[src/rtl/posit_pkg.sv]
`default_nettype none
// ============================================================================
// Module   : posit_pkg
// Purpose  : Shared posit definitions used by both the decode and encode
//            sides of the posit datapath: operand class codes, default
//            format widths and helpers that build the special bit patterns.
// Revision : 1.0 - initial release
// ============================================================================
package posit_pkg;

  // Operand class codes; 2'b11 is treated as NaR wherever it is seen.
  localparam logic [1:0] CLS_ZERO = 2'b00;
  localparam logic [1:0] CLS_VLD  = 2'b01;
  localparam logic [1:0] CLS_NAR  = 2'b10;

  // Default posit format.
  localparam int DEF_WIDTH = 8;
  localparam int DEF_EXP   = 2;
  localparam int DEF_FRAC  = 8;

  // Helpers return a 32-bit container; callers keep the low w bits.
  function automatic logic [31:0] maxpos(input int unsigned w);
    return (32'd1 << (w - 1)) - 32'd1;
  endfunction

  function automatic logic [31:0] minpos(input int unsigned w);
    return (w > 0) ? 32'd1 : 32'd0;
  endfunction

  function automatic logic [31:0] nar(input int unsigned w);
    return 32'd1 << (w - 1);
  endfunction

endpackage
`default_nettype wire

[src/rtl/posit_encoder_round.sv]
`default_nettype none
// ============================================================================
// Module   : posit_round
// Purpose  : Round-to-nearest-even on the truncated posit body (sign bit
//            excluded), clamped so the result never becomes zero and never
//            carries out of maxpos into the NaR pattern.
// Ports    : p_i      - truncated body, PW bits
//            guard_i  - first discarded bit
//            sticky_i - OR of every bit below the guard
//            p_o      - rounded, clamped body
// Revision : 1.0 - initial release
// ============================================================================
module posit_round #(
  parameter int PW = 7
) (
  input  logic [PW-1:0] p_i,
  input  logic          guard_i,
  input  logic          sticky_i,
  output logic [PW-1:0] p_o
);

  logic          round_up;
  logic [PW-1:0] p_inc;

  always_comb begin
    round_up = guard_i & (sticky_i | p_i[0]);
    p_inc    = p_i + {{(PW-1){1'b0}}, round_up};
    if (&p_i) begin
      // maxpos absorbs any round-up instead of wrapping toward NaR
      p_o = p_i;
    end else if (p_inc == '0) begin
      p_o = {{(PW-1){1'b0}}, 1'b1};
    end else begin
      p_o = p_inc;
    end
  end

endmodule
`default_nettype wire

[src/rtl/posit_encoder.sv]
`default_nettype none
// ============================================================================
// Module   : posit_encoder
// Purpose  : Two-stage pipelined posit encoder. Packs sign / signed regime /
//            exponent / fraction / sticky into a WIDTH-bit posit with RNE
//            rounding, maxpos/minpos saturation, zero and NaR handling.
// Ports    : clk_i, rstn (async, active low)
//            vld_i/rdy_o           - input handshake
//            cls_i, sign_i, regi_i, exp_i, mts_i, sticky_i - operand fields
//            vld_o/rdy_i, posit_o  - output handshake and encoded word
// Revision : 1.0 - initial release
// ============================================================================
module posit_encoder
  import posit_pkg::*;
#(
  parameter int WIDTH = DEF_WIDTH,
  parameter int EXP   = DEF_EXP,
  parameter int FRAC  = DEF_FRAC,
  parameter int REGI  = $clog2(WIDTH) + 2
) (
  input  logic             clk_i,
  input  logic             rstn,
  input  logic             vld_i,
  output logic             rdy_o,
  input  logic [1:0]       cls_i,
  input  logic             sign_i,
  input  logic [REGI-1:0]  regi_i,
  input  logic [EXP-1:0]   exp_i,
  input  logic [FRAC-1:0]  mts_i,
  input  logic             sticky_i,
  output logic             vld_o,
  input  logic             rdy_i,
  output logic [WIDTH-1:0] posit_o
);

  localparam int PW = WIDTH - 1;          // body width, sign excluded
  localparam int TW = PW + 1 + EXP + FRAC; // room for longest regime + fields

  localparam logic [31:0] MAXPOS_W = maxpos(WIDTH);
  localparam logic [31:0] MINPOS_W = minpos(WIDTH);
  localparam logic [31:0] NAR_W    = nar(WIDTH);

  localparam logic signed [REGI-1:0] K_HI = REGI'(WIDTH - 2);
  localparam logic signed [REGI-1:0] K_LO = -K_HI;

  // ---------------- stage registers ----------------
  logic             s1_vld_q, s1_vld_d;
  logic [PW-1:0]    s1_p_q, s1_p_d;
  logic             s1_grd_q, s1_grd_d;
  logic             s1_stk_q, s1_stk_d;
  logic             s1_sgn_q, s1_sgn_d;
  logic [1:0]       s1_cls_q, s1_cls_d;
  logic             s2_vld_q, s2_vld_d;
  logic [WIDTH-1:0] s2_posit_q, s2_posit_d;

  logic s1_load;
  logic s2_load;

  // ---------------- stage 1: regime build and truncate ----------------
  logic            k_neg;
  logic [REGI-1:0] run;
  logic [TW-1:0]   body;
  logic [TW-1:0]   shifted;
  logic            sat_hi;
  logic            sat_lo;
  logic [PW-1:0]   p_n;
  logic            grd_n;
  logic            stk_n;

  always_comb begin
    k_neg = regi_i[REGI-1];
    run   = k_neg ? (-regi_i) : (regi_i + REGI'(1));
    // Terminating regime bit sits on top of the fields; shifting right by
    // the run length fills the leading run with ones (k >= 0) or zeros.
    body    = {k_neg, exp_i, mts_i, {PW{1'b0}}};
    shifted = k_neg ? (body >> run) : ~((~body) >> run);
    sat_hi  = ($signed(regi_i) >= K_HI);
    sat_lo  = ($signed(regi_i) <  K_LO);
    if (sat_hi) begin
      p_n   = MAXPOS_W[PW-1:0];
      grd_n = 1'b0;
      stk_n = 1'b0;
    end else if (sat_lo) begin
      p_n   = MINPOS_W[PW-1:0];
      grd_n = 1'b0;
      stk_n = 1'b0;
    end else begin
      p_n   = shifted[TW-1 -: PW];
      grd_n = shifted[TW-1-PW];
      stk_n = (|shifted[TW-2-PW:0]) | sticky_i;
    end
  end

  // ---------------- stage 2: round, sign, class ----------------
  logic [PW-1:0]    p_rnd;
  logic [WIDTH-1:0] pos_word;
  logic [WIDTH-1:0] fin_word;

  posit_round #(.PW(PW)) u_round (
    .p_i      (s1_p_q),
    .guard_i  (s1_grd_q),
    .sticky_i (s1_stk_q),
    .p_o      (p_rnd)
  );

  always_comb begin
    pos_word = {1'b0, p_rnd};
    case (s1_cls_q)
      CLS_ZERO: fin_word = '0;
      CLS_VLD:  fin_word = s1_sgn_q ? (-pos_word) : pos_word;
      default:  fin_word = NAR_W[WIDTH-1:0];
    endcase
  end

  // ---------------- pipeline control ----------------
  always_comb begin
    s2_load    = ~s2_vld_q | rdy_i;
    s1_load    = ~s1_vld_q | s2_load;

    s1_vld_d   = s1_vld_q;
    s1_p_d     = s1_p_q;
    s1_grd_d   = s1_grd_q;
    s1_stk_d   = s1_stk_q;
    s1_sgn_d   = s1_sgn_q;
    s1_cls_d   = s1_cls_q;
    s2_vld_d   = s2_vld_q;
    s2_posit_d = s2_posit_q;

    if (s1_load) begin
      s1_vld_d = vld_i;
      if (vld_i) begin
        s1_p_d   = p_n;
        s1_grd_d = grd_n;
        s1_stk_d = stk_n;
        s1_sgn_d = sign_i;
        s1_cls_d = cls_i;
      end
    end

    if (s2_load) begin
      s2_vld_d = s1_vld_q;
      if (s1_vld_q) begin
        s2_posit_d = fin_word;
      end
    end
  end

  always_ff @(posedge clk_i or negedge rstn) begin
    if (!rstn) begin
      s1_vld_q   <= 1'b0;
      s1_p_q     <= '0;
      s1_grd_q   <= 1'b0;
      s1_stk_q   <= 1'b0;
      s1_sgn_q   <= 1'b0;
      s1_cls_q   <= CLS_ZERO;
      s2_vld_q   <= 1'b0;
      s2_posit_q <= '0;
    end else begin
      s1_vld_q   <= s1_vld_d;
      s1_p_q     <= s1_p_d;
      s1_grd_q   <= s1_grd_d;
      s1_stk_q   <= s1_stk_d;
      s1_sgn_q   <= s1_sgn_d;
      s1_cls_q   <= s1_cls_d;
      s2_vld_q   <= s2_vld_d;
      s2_posit_q <= s2_posit_d;
    end
  end

  assign rdy_o   = s1_load;
  assign vld_o   = s2_vld_q;
  assign posit_o = s2_posit_q;

endmodule
`default_nettype wire
[config.mk]
export PLATFORM = sky130hd
export DESIGN_NAME = posit_encoder
export DESIGN_NICKNAME = d
export VERILOG_FILES = /design/src/rtl/posit_pkg.sv /design/src/rtl/posit_encoder_round.sv /design/src/rtl/posit_encoder.sv
export SDC_FILE = /design/constraint.sdc
export NUM_CORES = 1
export LEC_CHECK = 0
export CAP_MARGIN = 20
export CORE_ASPECT_RATIO = 0.8
export CORE_MARGIN = 5
export CORE_UTILIZATION = 53
export DETAILED_ROUTE_END_ITERATION = 6
export PLACE_DENSITY = 0.86
export SYNTH_ARGS = -nofsm -noshare
export SYNTH_HDL_FRONTEND = slang
export SYNTH_HIERARCHICAL = 1
export SYNTH_SLANG_ARGS = --single-unit
[constraint.sdc]
create_clock -name clk_i -period 3.9 [get_ports clk_i]
set_clock_uncertainty 0.05 [all_clocks]
set_input_delay 0.975 -clock clk_i [delete_from_list [all_inputs] [get_ports clk_i]]
set_output_delay 0.975 -clock clk_i [all_outputs]
set_load 0.01 [all_outputs]
Yosys cells after proc, flatten, opt, wreduce, memory -nomap -nowiden
Index checks and enable logic that the tools add are counted.

operators by class
  div/mod/pow operators = 0
  equal/unequal tests = 1
  bitwise gates (word level) = 9
  add/sub/neg operators = 4
  muxes and demuxes = 12
  order comparisons = 2
  reductions and logical operators = 6
  multiply operators = 0
  shift-type cells = 2

operators with widths
  kind                                                                           number
  18-bit NOT                                                                     2
  18-bit by 5-bit >> shifter with 18-bit output                                  2
  7-bit two-way mux                                                              4
  18-bit two-way mux                                                             1
  8-bit case mux with 2 select lines                                             1
  10-bit OR reduction                                                            1
  8-bit two-way mux                                                              1
  7-bit negation with 8-bit output                                               1
  7-bit by 1-bit adder with 7-bit output                                         1
  7-bit zero test                                                                1
  7-bit AND reduction                                                            1
  5-bit by 1-bit adder with 5-bit output (second input constant)                 1
  5-bit by 4-bit >= comparator with 1-bit output (second input constant)         1
  5-bit by 4-bit less-than comparator with 1-bit output (second input constant)  1
  5-bit two-way mux                                                              1
  5-bit negation                                                                 1
  1-bit two-way mux                                                              4
  1-bit bitwise OR                                                               4
  2-bit AND reduction                                                            2
  2-bit by 1-bit equality test with 1-bit output (second input constant)         1
  2-bit zero test                                                                1
  1-bit NOT                                                                      2
  1-bit AND                                                                      1

storage, ports and cells
  memory bits (read-only) = 0
  register bits = 22
  input bits = 23
  logic and storage cells = 44
  memory bits (writable) = 0
  memories kept = 0
  latch bits = 0
  output and inout port bits = 10

Logic depth before layout (Yosys ltp)
  depth in word-level cells = 9
  depth in mapped cells = 13
  gate-level depth less buffers = 13

Cells and area by module
Netlist, hierarchy kept.

modules (own cells, without submodules)
  module         area each (um2)  sequential area each (um2)  instances  cells each
  posit_encoder  1,629.1          550.5                       1          185
  posit_round    196.4            0.0                         1          29

Least setup slack after synthesis
Ideal clock, no wire load.

  path type = register to register
  from = reg s1_p_q[0]
  to = reg s2_posit_q[7], in the netlist posit_o[7]
  setup time = 0.132 ns
  period minus slack after synthesis = 2.927 ns
  buffers on the path = 0
  path slack = 0.973 ns
  arrival = 2.745 ns
  data required time = 3.718 ns
  stages on the path, launching flop included = 13
  cells stage by stage = dfrtp_1 -> o21a_1 -> ha_1 -> ha_1 -> and2_1 -> a21oi_1 -> o22a_1 -> o311ai_2 -> or3_1 -> or3_1 -> or3_1 -> a31oi_1 -> o21ai_0

between the ends
  word-level cells in the longest chain between the ends = 9
  elaborated cells on any way between the ends = 10
  classes of those cells = add/sub (2); mux (4); bitwise (2); reduce/logical (2)

RTL lines
  item                                    line                       source
  start: declaration                      posit_encoder.sv:48        logic [PW-1:0] s1_p_q, s1_p_d;
  start signal: assignment                posit_encoder.sv:160       s1_p_q <= s1_p_d;
  1-bit bitwise OR                        posit_encoder_round.sv:26  round_up = guard_i & (sticky_i | p_i[0]);
  1-bit AND                               posit_encoder_round.sv:26
  7-bit by 1-bit adder with 7-bit output  posit_encoder_round.sv:27  p_inc = p_i + {{(PW-1){1'b0}}, round_up};
  7-bit zero test                         posit_encoder_round.sv:31  end else if (p_inc == '0) begin
  7-bit two-way mux                       posit_encoder_round.sv:31
  7-bit two-way mux *                     posit_encoder_round.sv:28  if (&p_i) begin
  net p_rnd[0]                            posit_encoder.sv:95        logic [PW-1:0] p_rnd;
  7-bit negation with 8-bit output *      posit_encoder.sv:110       CLS_VLD: fin_word = s1_sgn_q ? (-pos_word) : pos_word;
  8-bit two-way mux *                     posit_encoder.sv:110
  8-bit case mux with 2 select lines *    posit_encoder.sv:108       case (s1_cls_q)
  end signal: assignment                  posit_encoder.sv:166       s2_posit_q <= s2_posit_d;
  end: declaration                        posit_encoder.sv:54        logic [WIDTH-1:0] s2_posit_q, s2_posit_d;

Mark *: on every way through the listed nets, which the timed path passes. The rest lies on a longest branch.
A chain may end at the register's enable or synchronous reset.

Worst setup path after layout
  from = in regi_i[0]
  to = reg s1_stk_q

between the ends
  word-level cells in the longest chain between the ends = 9
  elaborated cells on any way between the ends = 13
  classes of those cells = add/sub (2); order compare (2); shift (2); mux (4); bitwise (2); reduce/logical (1)

RTL lines
  item                                                                             line                  source
  start: declaration                                                               posit_encoder.sv:27   input logic [REGI-1:0] regi_i,
  5-bit by 1-bit adder with 5-bit output / 5-bit negation (equally long branches)  posit_encoder.sv:72   run = k_neg ? (-regi_i) : (regi_i + REGI'(1));
  5-bit two-way mux                                                                posit_encoder.sv:72
  18-bit by 5-bit >> shifter with 18-bit output                                    posit_encoder.sv:76   shifted = k_neg ? (body >> run) : ~((~body) >> run);
  18-bit NOT                                                                       posit_encoder.sv:76
  18-bit two-way mux                                                               posit_encoder.sv:76
  10-bit OR reduction                                                              posit_encoder.sv:90   stk_n = (|shifted[TW-2-PW:0]) | sticky_i;
  1-bit bitwise OR                                                                 posit_encoder.sv:90
  1-bit two-way mux                                                                posit_encoder.sv:83   end else if (sat_lo) begin
  1-bit two-way mux *                                                              posit_encoder.sv:79   if (sat_hi) begin
  end signal: assignment                                                           posit_encoder.sv:162  s1_stk_q <= s1_stk_d;
  end: declaration                                                                 posit_encoder.sv:50   logic s1_stk_q, s1_stk_d;

Every way passes the cells marked *; elsewhere a longest branch is shown, timed or not.

==> reports/metrics.csv <==
stage,metric,value,unit
detailed_routing,Detailed Route Iter0 Violations,84,
timing,# setup viols final,0,
yosys,register area share after synthesis,30.16,%
layout,final design utilization,65.75,%
floorplanning,die area,0.004725,mm^2
timing,Fin. Hold Viols,0,
placement,DPL Wire Length,3059,um
flow_run,max_cap viols,0,
global_route,global route overflow,0,
hold_path,Hold Crit Class,register to register,
global_route,first-pass GRT wire length,6720,um
yosys,Async SR Flop Fraction,100.0,%
clock_network,clk_lat worst skew,0.27,ns
clock_network,CTS max path bufs,2,
critical_path,cell repeated most along the worst path,mux2_2,
clock_network,Setup Buffers After CTS,0,
layout,fraction of layout cells with a size suffix above 1,9.504,%
placement,routability cong.,0.9074,
layout,Area Overhead vs Synth,21.59,%
clock_network,Clock Sinks,22,
layout,# diodes,0,
power,switching power,0.2699,mW
power,P per Cell Area,353.1,mW/mm^2
timing,Final Max Tran Viols,0,
power,sw frac,34.44,%
detailed_routing,via count,1637,
critical_path,CP Class,primary input to register,
timing,RSZ-0062 raised after global routing,false,
yosys,Mapped Cells,214,
global_route,vias in the first global route,1527,
clock_network,H-tree depth,1,
layout,fin nets,274,
power,sequential power share,38.3,%
clock_network,CTS tree,done,
critical_path,CP max-delay cell,ha_1,
yosys,biggest area consumer among synthesized cells,dfrtp_1,
yosys,Post-synth EDFFs,0,
floorplanning,Chip Width,75.62,um
yosys,synth top area cells,"dfrtp_1 (30%), nand2_1 (7.4%), mux2_2 (5.6%)",
detailed_routing,ANT nets after route,0,
clock_network,# resized after CTS,0,
yosys,"FF+latch count, synth",22,
clock_network,# hold bufs at CTS,0,
yosys,distinct cell type count after synthesis,47,
floorplanning,Rows,19,
yosys,"Top FF cell, synth",dfrtp_1,
critical_path,CP max stage delay,0.57,ns
global_route,initial antenna violation count,0,
power,Comb power frac,40.1,%
critical_path,type of origin of the critical path,primary input,
yosys,area share of the largest cell type after synthesis,30.16,%
timing,Hold Slack,0.4293,ns
detailed_routing,First-pass DRT Iterations,4,
timing,crit path time final,3.300,ns
timing,headroom to the max-slew limit,59.69,%
status,status,"finished, final reports clean",
critical_path,Crit Path Max Fanout,14,
timing,Least-Margin Pin Slew,0.6032,ns
yosys,"Cell Area, Synth",0.001826,mm^2
placement,pre-CTS setup slack,0.3185,ns
detailed_routing,# DRC,0,
clock_network,CTS root buf,clkbuf_8,
yosys,Yosys Warn Count,6,
floorplanning,I/O pin count,33,
global_route,GRT Total Usage,17.73,%
yosys,syn_area_per_cell,8.530,um^2
detailed_routing,vias per cell,5.764,
critical_path,crit end category,register,
detailed_routing,final WL,4008,um
critical_path,crit path buf inv count,2,
floorplanning,Initial Util,54.08,%
power,Clock power frac,21.5,%
global_route,largest net degree at the start of global routing,23,
floorplanning,Core Footprint,0.003376,mm^2
power,Int Pwr,0.5139,mW
critical_path,CP cell instances,"clkdlybuf4s50_1, inv_1, ha_1, mux2_2, mux2_2, nor2_1, mux2i_1, o41ai_1, nand2_1",
clock_network,cts bufs inserted,3,
critical_path,Worst EP arrival,3.40,ns
timing,worst setup margin,0.5999,ns
critical_path,Worst path top cell family by delay,multiplexers,
power,Pleak,0.9400,nW
detailed_routing,mean routed wirelength per cell,14.11,um
yosys,Syn Nets,245,
power,Peak VDD IR,186.7,uV
timing,post-route clock period utilization,84.62,%
timing,setup_tns,0,ns
critical_path,CP required,4.00,ns
timing,Max Clk Rate,303.0,MHz
placement,I/O Buffers,32,
clock_network,"CTS clk-pin slew, worst paths",0.08,ns
floorplanning,Die Y,62.49,um
## metal layers
metal  vias to the layer above  part of all wire (%)  global-route usage, %
li1                        824                     -                      -
met1                       748                    47                  24.13
met2                        63                    45                  27.69
met3                         2                   7.1                  3.698
met4                         0                  0.62                  5.677
met5                         -                     0                      0
## tightest hold or removal path, stage by stage (launching register included)
cell,delay (ns)
dfrtp_1,0.35
nand2_1,0.04
o21ai_0,0.06
## power groups by stage
| stage | Sequential, mW | Clock, mW | Combinational, mW |
|---|---|---|---|
| after global placement | 0.302 | 0 | 0.304 |
| after floorplan | 0.304 | 0 | 0.206 |
| after CTS | 0.300 | 0.170 | 0.314 |
| final | 0.300 | 0.169 | 0.315 |
| after detailed placement | 0.304 | 0 | 0.311 |
| after global routing | 0.307 | 0.182 | 0.351 |
## cell usage in the layout, fill, tap and decap left out, types with 2 or more instances in the layout
master,n
nand4_1,2
mux2i_1,4
a31oi_1,5
clkdlybuf4s50_1,32
inv_1,8
o31ai_1,3
nand2b_1,9
xor2_1,9
mux2_2,9
a21o_1,2
xnor2_1,2
o21ai_0,20
o31a_1,3
nor3b_1,2
nand4b_1,3
o22a_1,2
o21a_1,3
ha_1,8
clkbuf_8,4
or3_1,5
nand3b_1,2
nand2_1,36
a221oi_1,2
o211ai_1,2
and3_1,2
nor2b_1,4
dfrtp_1,22
a21oi_1,10
nor2_1,9
## worst paths after layout
path | depth (start not counted) | end | from | slack [ns]
setup / recovery | 9 | s1_stk_q | regi_i[0] | 0.60
min in group asynchronous | 1 | s1_stk_q | rstn | 1.02
hold reg to reg | 2 | posit_o[6] | posit_o[6] | 0.43
hold / removal | 2 | posit_o[6] | posit_o[6] | 0.43
setup reg to reg | 12 | posit_o[7] | s1_p_q[0] | 0.72
max in group asynchronous | 2 | posit_o[7] | rstn | 2.31
## cell families after synthesis
kind of cell | count (synthesis) | share of synthesized area [%]
compound gates | 60 | 21.73
simple gates | 80 | 22.14
xor+xnor | 12 | 6.786
fa+ha+maj | 8 | 5.483
buf+inv | 18 | 4.729
flops | 22 | 30.16
mux | 14 | 8.979
## Yosys cell counts (5+ instances only)
cell / number
nand2b_1: 9
ha_1: 8
dfrtp_1: 22
nand2_1: 36
mux2_2: 9
o21ai_0: 20
a21oi_1: 10
a31oi_1: 5
inv_1: 8
nor2_1: 9
or3_1: 5
xor2_1: 9
## cell type report
type | instances | area (um^2)
multi-input combinational | 174 | 1189
fill | 292 | 1156
sequential | 22 | 550.5
timing repair buffer | 34 | 342.8
clock buffer | 4 | 55.05
tap | 42 | 52.55
inverter | 8 | 30.03
## stage by stage
stage               instances  power, mW  cell area (um^2)
floorplan                 214     0.5097              1826
global placement          279     0.6063              2150
detailed placement        279     0.6151              2150
CTS                       283     0.7841              2205
global route              284     0.8395              2220
finish                    284     0.7838              2220
## sequential cells by signal (all words and copies together), names as in the netlist
| name | flops |
|---|---|
| posit_o | 8 |
| s1_grd_q | 1 |
| s1_p_q | 7 |
| s1_stk_q | 1 |
| vld_o | 1 |
| s1_vld_q | 1 |
| s1_sgn_q | 1 |
| s1_cls_q | 2 |
(Power assumes the default switching activity.)
